===== src/rtl/fd_reg_if.sv =====
// Fetch/decode boundary bus: F-side inputs from the PC unit/IM/hazard/CP0, D-side register outputs.
interface fd_reg_if;
    logic [31:0] F_pc;
    logic [31:0] F_instr;
    logic        F_bd;
    logic        stall;
    logic        Req;
    logic [31:0] D_pc;
    logic [31:0] D_instr;
    logic [4:0]  D_excCode;
    logic        D_bd;
    logic        D_valid;
    logic [31:0] fetch_cnt;

    modport master (
        output F_pc, F_instr, F_bd, stall, Req,
        input  D_pc, D_instr, D_excCode, D_bd, D_valid, fetch_cnt
    );

    modport slave (
        input  F_pc, F_instr, F_bd, stall, Req,
        output D_pc, D_instr, D_excCode, D_bd, D_valid, fetch_cnt
    );
endinterface


===== src/rtl/fd_reg.sv =====
// F/D pipeline register with fetch-address (AdEL) detection, stall hold, CP0 flush
// and a debug count of instructions accepted into D.
module fd_reg (
    input  logic     clk,
    input  logic     reset,
    fd_reg_if.slave  bus
);
    localparam logic [31:0] PC_LO    = 32'h0000_3000;
    localparam logic [31:0] PC_HI    = 32'h0000_6FFC;
    localparam logic [31:0] EXC_VEC  = 32'h0000_4180;
    localparam logic [4:0]  EXC_ADEL = 5'd4;

    logic fault;

    always_comb begin
        fault = (bus.F_pc[1:0] != 2'b00) || (bus.F_pc < PC_LO) || (bus.F_pc > PC_HI);
    end

    // Faulting fetches keep their PC so CP0 can take EPC/BadVAddr from D_pc.
    always_ff @(posedge clk) begin
        if (!reset) begin
            bus.D_pc      <= PC_LO;
            bus.D_instr   <= 32'd0;
            bus.D_excCode <= 5'd0;
            bus.D_bd      <= 1'b0;
            bus.D_valid   <= 1'b0;
            bus.fetch_cnt <= 32'd0;
        end else if (bus.Req) begin
            bus.D_pc      <= EXC_VEC;
            bus.D_instr   <= 32'd0;
            bus.D_excCode <= 5'd0;
            bus.D_bd      <= 1'b0;
            bus.D_valid   <= 1'b0;
        end else if (!bus.stall) begin
            bus.D_pc      <= bus.F_pc;
            bus.D_instr   <= fault ? 32'd0 : bus.F_instr;
            bus.D_excCode <= fault ? EXC_ADEL : 5'd0;
            bus.D_bd      <= bus.F_bd;
            bus.D_valid   <= 1'b1;
            bus.fetch_cnt <= bus.fetch_cnt + 32'd1;
        end
    end
endmodule


===== src/flat_wrapper.sv =====
// flat-port wrapper written by rule: the top's interface ports become plain ports
module fd_reg_flat 
  (clk, reset, bus_F_pc, bus_F_instr, bus_F_bd, bus_stall, bus_Req, bus_D_pc, bus_D_instr, bus_D_excCode, bus_D_bd, bus_D_valid, bus_fetch_cnt);
  fd_reg_if bus_i ();
  input  logic clk;
  input  logic reset;
  input wire logic [$bits(bus_i.F_pc)-1:0] bus_F_pc;
  input wire logic [$bits(bus_i.F_instr)-1:0] bus_F_instr;
  input wire logic [$bits(bus_i.F_bd)-1:0] bus_F_bd;
  input wire logic [$bits(bus_i.stall)-1:0] bus_stall;
  input wire logic [$bits(bus_i.Req)-1:0] bus_Req;
  output wire logic [$bits(bus_i.D_pc)-1:0] bus_D_pc;
  output wire logic [$bits(bus_i.D_instr)-1:0] bus_D_instr;
  output wire logic [$bits(bus_i.D_excCode)-1:0] bus_D_excCode;
  output wire logic [$bits(bus_i.D_bd)-1:0] bus_D_bd;
  output wire logic [$bits(bus_i.D_valid)-1:0] bus_D_valid;
  output wire logic [$bits(bus_i.fetch_cnt)-1:0] bus_fetch_cnt;
  assign bus_i.F_pc = bus_F_pc;
  assign bus_i.F_instr = bus_F_instr;
  assign bus_i.F_bd = bus_F_bd;
  assign bus_i.stall = bus_stall;
  assign bus_i.Req = bus_Req;
  assign bus_D_pc = bus_i.D_pc;
  assign bus_D_instr = bus_i.D_instr;
  assign bus_D_excCode = bus_i.D_excCode;
  assign bus_D_bd = bus_i.D_bd;
  assign bus_D_valid = bus_i.D_valid;
  assign bus_fetch_cnt = bus_i.fetch_cnt;
  fd_reg u_core (.clk(clk), .reset(reset), .bus(bus_i));
endmodule

===== config.mk =====
export PLATFORM = sky130hd
export DESIGN_NAME = fd_reg_flat
export DESIGN_NICKNAME = d
export VERILOG_FILES = /design/src/rtl/fd_reg_if.sv /design/src/rtl/fd_reg.sv /design/src/flat_wrapper.sv
export SDC_FILE = /design/constraint.sdc
export NUM_CORES = 1
export LEC_CHECK = 0
export BUFFER_PORTS_ARGS = -buffer_cell sky130_fd_sc_hd__buf_2
export CORE_ASPECT_RATIO = 0.75
export CORE_MARGIN = 5
export CORE_UTILIZATION = 40
export CTS_CLUSTER_SIZE = 24
export DETAILED_ROUTE_END_ITERATION = 8
export PLACE_DENSITY = 0.79
export SYNTH_ARGS = -nofsm -noshare
export SYNTH_HDL_FRONTEND = slang
export SYNTH_SLANG_ARGS = --single-unit

===== constraint.sdc =====
create_clock -name clk -period 1.8 [get_ports clk]
set_input_delay 0.45 -clock clk [delete_from_list [all_inputs] [get_ports clk]]
set_output_delay 0.45 -clock clk [all_outputs]
set_load 0.05 [all_outputs]

# Word level (Yosys, flattened, before mapping)
# Index checks and enable logic that the tools add are counted.
# word_totals
regBits,103
in_bits,69
out_inout_bits,103
wordCells,23
# op_classes
add_sub_neg,1
magnitude_cmp,2
eq_ne,1
mux,4
bitwise,3
n_reduce_logical,5
# op_table
cell,n
"adder 32 x 1 -> 32 bit, second input constant",1
"greater-than comparator 32 x 15 -> 1 bit, second input constant",1
"< comparator 32 x 14 -> 1 bit, second input constant",1
2-to-1 mux 32 bit,1
2-to-1 mux 15 bit,2
2-to-1 mux 3 bit,1
inverter 1 bit,3
logical OR 1 bit,2
"inequality test 2 x 1 -> 1 bit, second input constant",1
AND reduction 2 bit,1
nonzero test 2 bit,1
OR reduction 2 bit,1

# Logic depth before layout (Yosys ltp)
# Gate-level depths: netlist (run 1).
# logic_depth
word_depth,4
depth_mapped,6
ltp_nobuf,4

# Least setup slack after synthesis (run 1)
# No wires, ideal clock.
# synth_timing
path_type,register -> register
startpoint,reg u_core.bus.fetch_cnt[4]
endpoint,reg u_core.bus.fetch_cnt[27]
setup_time_ns,0.072
arrival_time_ns,1.872
required_ns,1.728
path_slack_ns,-0.144
path_stages_with_launch,7
n_path_buf,2
period_less_slack_ns,1.944
path_cell_list,dfxtp_1 -> and4_1 -> buf_2 -> nand4_1 -> buf_2 -> nor4_1 -> mux2i_1
# synth_via
elab_chain_len,1
# synth_lines
item,line,source
from (decl),fd_reg_if.sv:22,"output D_pc, D_instr, D_excCode, D_bd, D_valid, fetch_cnt"
from (signal assigned),fd_reg.sv:40,bus.fetch_cnt <= bus.fetch_cnt + 32'd1;
adder 32 x 1 -> 32 bit,fd_reg.sv:40,
# Every way passes these cells.
# A chain may end at the register's enable or synchronous reset.

# Worst setup path in the final report (run 1)
# layout_timing
startpoint,in bus_F_pc[21]
endpoint,reg u_core.bus.D_instr[8]
# layout_via
elab_chain_len,4
elab_cells_between_ends,5
cone_classes,order compare: 2; mux: 1; reduce/logical: 2
# layout_lines
item,line,source
from (decl),flat_wrapper.sv:7,input wire logic [$bits(bus_i.F_pc)-1:0] bus_F_pc;
< comparator 32 x 14 -> 1 bit,fd_reg.sv:16,fault = (bus.F_pc[1:0] != 2'b00) || (bus.F_pc < PC_LO) || (bus.F_pc > PC_HI);
logical OR 1 bit,fd_reg.sv:16,
logical OR 1 bit (*),fd_reg.sv:16,
2-to-1 mux 32 bit (*),fd_reg.sv:36,bus.D_instr <= fault ? 32'd0 : bus.F_instr;
to (signal assigned),fd_reg.sv:36,
to (decl),fd_reg_if.sv:22,
# Every way passes the cells marked *; elsewhere a longest branch is shown, timed or not.

==> reports/qor_table.md, run 1 <==
| Item | Value | Unit |
|:---|:---|:---|
| Status | finished, final reports clean | - |
| Pins Over Slew Limit | 0 | - |
| VDD IR max | 0.0004322 | V |
| Hold Path Stages | 3 | - |
| Vias in the first global route | 3854 | - |
| Peak per-stage delay on the critical path | 0.40 | ns |
| Final critical delay including setup and external delays | 1.721 | ns |
| Number of I/O pins | 172 | - |
| Unrepaired setup endpoints after global routing | no | - |
| TritonCTS clock tree | done | - |
| Number of cells after detailed placement | 772 | - |
| Critical-path cell list | buf_2 > nor4_2 > buf_4 > nand3_1 > buf_12 > or4_1 > a21oi_1 | - |
| Synthesis-to-layout area growth | 31.86 | % |
| Maximum number of pins on one net before global-route repair | 69 | - |
| Max-cap violations | 0 | - |
| Clock tree root buffer cell | sky130_fd_sc_hd__clkbuf_16 | - |
| Synthesized instance count | 483 | - |
| Combinational share of power | 10.3 | % |
| TritonCTS buffer count | 9 | - |
| Global-route wire length before repair | 18.58 | mm |
| Core region area | 0.01033 | sq mm |
| Cell internal power dissipation | 3.388 | mW |
| Deepest clock path buffer count | 2 | - |
| First-pass iteration count of the detailed router | 5 | - |
| DRT antenna net count | 0 | - |
| Worst Reg-to-Reg Cells | 4 | - |
| Worst Hold Class | in2reg | - |
| Total Routed Length | 11.46 | mm |
| Final-report setup violation count | 0 | - |
| Antenna violations before repair | 0 | - |
| Kind of start point of the critical path | input port | - |
| Setup tns final | 0 | ns |
| Static Leak | 2.623 | nW |
| Share of total power in the clock network | 40.0 | % |
| Antenna diodes | 0 | - |
| Crit share post-route | 95.63 | % |
| Number of enable-type register cells in the synthesized netlist | 0 | - |
| Die width | 129.1 | microns |
| Psw | 1.125 | mW |
| Max stage delay cell, worst path | sky130_fd_sc_hd__or4_1 | - |
| Share of cells above drive strength 1 | 34.72 | % |
| Largest fanout of any net on the critical path | 33 | - |
| Number of input and output port buffers inserted | 167 | - |
| Synthesized area per cell | 8.813 | sq um |
| Normalized max-slew margin | 47.21 | % |
| Residual DRC count | 0 | - |
| Most common cell after layout, fill and taps aside | sky130_fd_sc_hd__buf_2 | - |
| Endpoints failing hold | 0 | - |
| Vert. Die Dim | 99.34 | microns |
| Setup Fix Bufs, Post-CTS | 0 | - |
| Weighted congestion at the end of routability-driven global placement | 0.8170 | - |
| Mean routed wirelength per cell | 14.56 | microns |
| Worst Hold Slack | 0.3595 | ns |
| GRT Total Usage | 17.58 | % |
| Share of power burned in registers | 49.7 | % |
| Fmax | 581.0 | MHz |
| 1st-iter DRT viols | 207 | - |
| Clk_skew | 0.007057 | ns |
| Number of levels in the clock H-tree | 3 | - |
| Insertion delay of the later-clocked pin in the worst-skew pair | 0.34 | ns |
| Share of synthesized area occupied by flip-flops and latches | 46.56 | % |
| CP endpoint kind | flip-flop | - |
| Post-placement worst setup slack | -0.3562 | ns |
| Final HPWL from detailed placement | 8.584 | mm |
| Number of warnings issued by yosys | 0 | - |
| Worst-margin pin slew | 0.7910 | ns |
| Synthesized flop and latch total | 99 | - |
| Start-to-end type of the worst setup path | in2reg | - |
| CP Data Required Time | 2.06 | ns |
| Distinct cells, synth | 34 | - |
| Total overflow reported by the global router | 0 | - |
| Proportion of total power due to net switching | 24.93 | % |
| Final core area utilization | 54.34 | % |
| Vias per Instance | 5.078 | - |
| Post-synth ARST share | 0 | % |
| Layout Nets | 717 | - |
| Final instance count without filler cells | 787 | - |
| Detailed-route via count | 3996 | - |
| Minimum setup slack in the final design | 0.07870 | ns |
| Top library cells by usage in the layout, fill and taps aside | 166 x sky130_fd_sc_hd__buf_2, 83 x sky130_fd_sc_hd__dfxtp_1, 48 x sky130_fd_sc_hd__nand2_1 | - |
| Predominant post-synthesis flop cell | sky130_fd_sc_hd__dfxtp_1 | - |
| Syn Std Cell Area | 0.004257 | sq mm |
| Standard-cell rows | 32 | - |
| Reg clk slew, reported paths | 0.06 | ns |
| Power per standard cell area | 804.2 | mW/mm^2 |
| Total Die Area | 0.01283 | sq mm |
| Clock net sink count | 99 | - |
| Initial standard-cell utilization of the core | 41.21 | % |
| Endpoint arrival time on the critical path | 1.98 | ns |
| Hold Buf Count CTS | 0 | - |
[through the flow]
stage / area (sq um) / power, mW
after CTS: 5599 / 4.581
after floorplan: 4288 / 2.589
final: 5613 / 4.514
after global placement: 5313 / 2.743
after detailed placement: 5313 / 2.759
after global routing: 5613 / 4.700
[registers in the layout (all words and copies together), names as in the netlist]
register and flops:
u_core.bus.D_bd 1, u_core.bus.D_excCode 1, u_core.bus.D_instr 32, u_core.bus.D_pc 32
u_core.bus.D_valid 1, u_core.bus.fetch_cnt 32
[path summary, 6_finish.rpt]
kind | start | slack, ns | to
worst max-delay path | bus_F_pc[21] | 0.08 | u_core.bus.D_instr[8]$_SDFFE_PP0N_
worst min-delay path | bus_F_bd | 0.36 | u_core.bus.D_bd$_SDFFE_PP0N_
worst max register to register | u_core.bus.fetch_cnt[14]$_SDFFE_PN0P_ | 0.11 | u_core.bus.fetch_cnt[25]$_SDFFE_PN0P_
worst min register to register | u_core.bus.D_instr[11]$_SDFFE_PP0N_ | 0.46 | u_core.bus.D_instr[11]$_SDFFE_PP0N_
[repair_timing]
action / in CTS / in global routing
cloned: 0 / 0
resized for setup: 1 / 4
hold endpoints to repair: 0 / 0
endpoints found under the setup margin: 1 / 3
[synthesized netlist by cell type, types with 2 or more instances]
cell | instances | area [sq um]
sky130_fd_sc_hd__buf_2 | 6 | 30.03
sky130_fd_sc_hd__nand3_1 | 11 | 55.05
sky130_fd_sc_hd__buf_4 | 6 | 45.04
sky130_fd_sc_hd__nor4_4 | 2 | 42.54
sky130_fd_sc_hd__nand2b_1 | 10 | 62.56
sky130_fd_sc_hd__and3_1 | 4 | 25.02
sky130_fd_sc_hd__xor2_1 | 8 | 70.07
sky130_fd_sc_hd__mux2i_1 | 39 | 390.4
sky130_fd_sc_hd__xnor2_1 | 3 | 26.28
sky130_fd_sc_hd__or4_1 | 32 | 240.2
sky130_fd_sc_hd__o41ai_1 | 4 | 35.03
sky130_fd_sc_hd__and4_1 | 4 | 35.03
sky130_fd_sc_hd__dfxtp_1 | 99 | 1982
sky130_fd_sc_hd__or3_1 | 10 | 62.56
sky130_fd_sc_hd__clkbuf_1 | 21 | 78.83
sky130_fd_sc_hd__o21ai_0 | 13 | 65.06
sky130_fd_sc_hd__a21oi_1 | 47 | 235.2
sky130_fd_sc_hd__and2_1 | 2 | 12.51
sky130_fd_sc_hd__o311ai_0 | 4 | 35.03
sky130_fd_sc_hd__nor2_1 | 42 | 157.7
sky130_fd_sc_hd__nand4_1 | 10 | 62.56
sky130_fd_sc_hd__nor3_1 | 3 | 15.01
sky130_fd_sc_hd__nand2_1 | 49 | 183.9
sky130_fd_sc_hd__buf_6 | 4 | 45.04
sky130_fd_sc_hd__nor4_1 | 5 | 31.28
sky130_fd_sc_hd__inv_1 | 37 | 138.9
[metal layers]
layer	wire, microns	global-route usage, %
met3	717	4.563
met5	0	0
met4	149	5.165
met2	5532	29.62
met1	5063	22.16
[power groups by stage]
stage	Combinational (mW)	Sequential, mW	Clock, mW
CTS	0.468	2.24	1.87
global placement	0.454	2.29	0
global route	0.501	2.25	1.95
detailed placement	0.467	2.29	0
finish	0.467	2.24	1.80
floorplan	0.180	2.41	0
[final cells by class]
| cell class | instances | area (sq um) |
|---|---|---|
| Inverter | 37 | 138.9 |
| Fill cell | 950 | 4717 |
| Multi-Input combinational cell | 313 | 1971 |
| Tap cell | 136 | 170.2 |
| Clock inverter | 3 | 23.77 |
| Timing Repair Buffer | 187 | 1051 |
| Clock buffer | 12 | 256.5 |
| Sequential cell | 99 | 2002 |
[worst max-delay path: cells and delay by family]
kind	cells	cell delay [ns]
AND/OR/NAND/NOR	3	0.87
buffers and inverters	3	0.47
AO/OA/AOI/OAI	1	0.18
[cells by family after synthesis]
| group | after synthesis | synth area share [%] |
|---|---|---|
| adders and majority gates | 1 | 0.2939 |
| buffers and inverters | 74 | 7.936 |
| xor gates and xnor gates | 11 | 2.264 |
| other | 1 | 0.08810 |
| DFF | 99 | 46.56 |
| muxes | 39 | 9.171 |
| and+or+nand+nor | 188 | 24.31 |
| AOI/OAI and AO/OA | 70 | 9.377 |
Note: power is estimated with default switching activity, not from simulation.
==> inputs of run 2 (changes only) <==
- ABC_AREA: unset -> 1
==> reports/qor_table.md, run 2 <==
| Item | Value | Unit |
|:---|:---|:---|
| Most area-hungry cell type in the Yosys netlist | sky130_fd_sc_hd__dfxtp_1 | - |
| Share of cells above drive strength 1 | 29.24 | % |
| Synthesized instance count | 572 | - |
| Die width | 129.9 | microns |
| Peak per-stage delay on the critical path | 0.46 | ns |
| Pins Over Slew Limit | 0 | - |
| Weighted congestion at the end of routability-driven global placement | 0.9266 | - |
| Synthesized area per cell | 7.536 | sq um |
| Largest fanout of any net on the critical path | 5 | - |
| Clock tree root buffer cell | sky130_fd_sc_hd__clkbuf_16 | - |
| Endpoint arrival time on the critical path | 1.12 | ns |
| Total overflow reported by the global router | 0 | - |
| Fill cell count | 1021 | - |
| Vert. Die Dim | 99.90 | microns |
| DRT antenna net count | 0 | - |
| Antenna diodes | 0 | - |
| Total Die Area | 0.01297 | sq mm |
| Residual DRC count | 0 | - |
| Proportion of total power due to net switching | 27.30 | % |
| Static Leak | 2.817 | nW |
| TritonCTS clock tree | done | - |
| 1st-iter DRT viols | 326 | - |
| Post-synth ARST share | 0 | % |
| CP Data Required Time | 1.35 | ns |
| Worst-margin pin slew | 0.7417 | ns |
| Number of warnings issued by yosys | 0 | - |
| Setup Fix Bufs, Post-CTS | 0 | - |
| Antenna violations before repair | 0 | - |
| Insertion delay of the later-clocked pin in the worst-skew pair | 0.34 | ns |
| Global-route wire length before repair | 19.29 | mm |
| Worst Hold Class | in2reg | - |
| Share of power burned in registers | 48.1 | % |
| Crit share post-route | 87.24 | % |
| Number of levels in the clock H-tree | 3 | - |
| Initial standard-cell utilization of the core | 41.41 | % |
| VDD IR max | 0.0005367 | V |
| Fmax | 636.8 | MHz |
| Mean routed wirelength per cell | 13.45 | microns |
| Number of gates resized after CTS | 0 | - |
| Unrepaired setup endpoints after global routing | no | - |
| Vias per Instance | 4.722 | - |
| Number of input and output port buffers inserted | 167 | - |
| Start-to-end type of the worst setup path | reg2out | - |
| Hold Buf Count CTS | 0 | - |
| Clk_skew | 0.006462 | ns |
| Largest registers in the final layout | u_core.bus.D_instr: 32 flops, u_core.bus.D_pc: 32 flops, u_core.bus.fetch_cnt: 32 flops | - |
| Endpoints failing hold | 0 | - |
| TritonCTS buffer count | 9 | - |
| CP endpoint kind | output port | - |
| Vias in the first global route | 3876 | - |
| Max stage delay cell, worst path | sky130_fd_sc_hd__dfxtp_1 | - |
| First-pass iteration count of the detailed router | 5 | - |
| Share of synthesized area occupied by flip-flops and latches | 45.98 | % |
| Core region area | 0.01041 | sq mm |
| Top cells by area in the synthesized netlist | sky130_fd_sc_hd__dfxtp_1 46%, sky130_fd_sc_hd__nand2_1 11%, sky130_fd_sc_hd__nor2_1 8.8%, sky130_fd_sc_hd__mux2i_1 7.4%, sky130_fd_sc_hd__inv_1 5.1% | - |
| Cell internal power dissipation | 3.421 | mW |
| Layout Nets | 814 | - |
| Maximum number of pins on one net before global-route repair | 43 | - |
| Kind of start point of the critical path | flip-flop | - |
| Detailed-route via count | 4179 | - |
| Standard-cell rows | 32 | - |
| Most common cell after layout, fill and taps aside | sky130_fd_sc_hd__buf_2 | - |
| Deepest clock path buffer count | 2 | - |
| Top library cells by usage in the layout, fill and taps aside | 167 x sky130_fd_sc_hd__buf_2, 127 x sky130_fd_sc_hd__nand2_1, 101 x sky130_fd_sc_hd__nor2_1 | - |
| Multi-input gate area | 0.001984 | sq mm |
| Register area | 0.001983 | sq mm |
| Combinational share of power | 11.8 | % |
| Minimum setup slack in the final design | 0.2297 | ns |
| Synthesis-to-layout area growth | 31.03 | % |
| Power per standard cell area | 833.3 | mW/mm^2 |
| Setup tns final | 0 | ns |
| Psw | 1.285 | mW |
| Predominant post-synthesis flop cell | sky130_fd_sc_hd__dfxtp_1 | - |
| Number of enable-type register cells in the synthesized netlist | 0 | - |
| Distinct cells, synth | 33 | - |
| Commonest cells in the netlist | 127 x sky130_fd_sc_hd__nand2_1, 101 x sky130_fd_sc_hd__nor2_1, 99 x sky130_fd_sc_hd__dfxtp_1 | - |
| Number of I/O pins | 172 | - |
| Clock net sink count | 99 | - |
| Post-placement worst setup slack | 0.1291 | ns |
| Final critical delay including setup and external delays | 1.570 | ns |
| Share of total power in the clock network | 40.2 | % |
| Normalized max-slew margin | 50.50 | % |
| Synthesized flop and latch total | 99 | - |
| Top Family by Delay on Critical Path | flip-flops | - |
| Max-cap violations | 0 | - |
| Final-report setup violation count | 0 | - |
| Total Routed Length | 11.91 | mm |
| Final HPWL from detailed placement | 9.328 | mm |
| Reg clk slew, reported paths | 0.07 | ns |
| Syn Std Cell Area | 0.004310 | sq mm |
| Most frequent cell after synthesis | sky130_fd_sc_hd__nand2_1 | - |
| Status | finished, final reports clean | - |
| Critical-path cell list | buf_2 | - |
| Portion of synthesized cell area occupied by the leading cell type | 45.98 | % |
| GRT Total Usage | 18.35 | % |
| Number of buffers and inverters on the critical path | 1 | - |
## run 2: changes by cell type after synthesis, sizes merged, moves of 7 or more
cell | previous run | this run
clkbuf | 21 | 12
nand2b | 10 | 0
nand2 | 49 | 128
nor2 | 42 | 111
nand3 | 11 | 28
mux2i | 39 | 32
xor2 | 8 | 1
or3 | 10 | 0
nor4 | 7 | 0
or4 | 32 | 0
inv | 37 | 59
## run 2: final timing paths
kind | startpoint | end | slack, ns | depth (start not counted)
hold / removal | bus_F_pc[11] | u_core.bus.D_pc[11]$_SDFFE_PP0N_ | 0.35 | 3
setup reg to reg | u_core.bus.fetch_cnt[8]$_SDFFE_PN0P_ | u_core.bus.fetch_cnt[29]$_SDFFE_PN0P_ | 0.23 | 7
setup / recovery | u_core.bus.fetch_cnt[17]$_SDFFE_PN0P_ | bus_fetch_cnt[17] | 0.23 | 1
hold reg to reg | u_core.bus.D_pc[21]$_SDFFE_PP0N_ | u_core.bus.D_pc[21]$_SDFFE_PP0N_ | 0.47 | 2
## run 2: per-stage QoR
stage | total power, mW | util [%] | cell area (sq um) | std cells | hold slack [ns]
2_1_floorplan | 2.683 | - | 4323 | 575 | 0.5837
3_3_place_gp | 2.863 | 51.42 | 5353 | 869 | 0.4423
3_5_place_dp | 2.870 | 51.42 | 5353 | 869 | 0.4539
4_1_cts | 4.761 | 54.25 | 5648 | 885 | 0.3369
5_1_grt | 4.888 | 54.25 | 5648 | 885 | 0.3478
6_report | 4.706 | 54.25 | 5648 | 885 | 0.3534
## run 2: logic make-up after synthesis
logic type | count (synthesis) | share of synthesized area (%)
AND/OR/NAND/NOR | 287 | 29.29
flip-flops | 99 | 45.98
buffers and inverters | 84 | 8.244
AO/OA/AOI/OAI | 65 | 8.070
multiplexers | 32 | 7.431
XOR/XNOR | 3 | 0.6097
adder cells (fa/ha/maj) | 1 | 0.2902
other | 1 | 0.08700
## run 2: layer usage
| metal | GRT usage, % | part of all wire, % |
|---|---|---|
| met4 | 5.911 | 2.0 |
| met3 | 4.202 | 6.2 |
| met2 | 28.99 | 46 |
| met5 | 0 | 0 |
| met1 | 24.89 | 46 |
## run 2: power groups by stage
stage | Sequential (mW) | Clock, mW | Combinational (mW)
final | 2.26 | 1.89 | 0.554
after global routing | 2.27 | 2.02 | 0.599
after floorplan | 2.48 | 0 | 0.201
after detailed placement | 2.31 | 0 | 0.557
after CTS | 2.26 | 1.94 | 0.558
after global placement | 2.31 | 0 | 0.552
## run 2: layout make-up
class,count,area share [%]
multi-input combinational,392,35.14
timing repair buffer,183,17.59
clock inverter,6,0.9969
tap,136,3.013
clock buffer,10,4.231
sequential,99,35.11
inverter,59,3.921
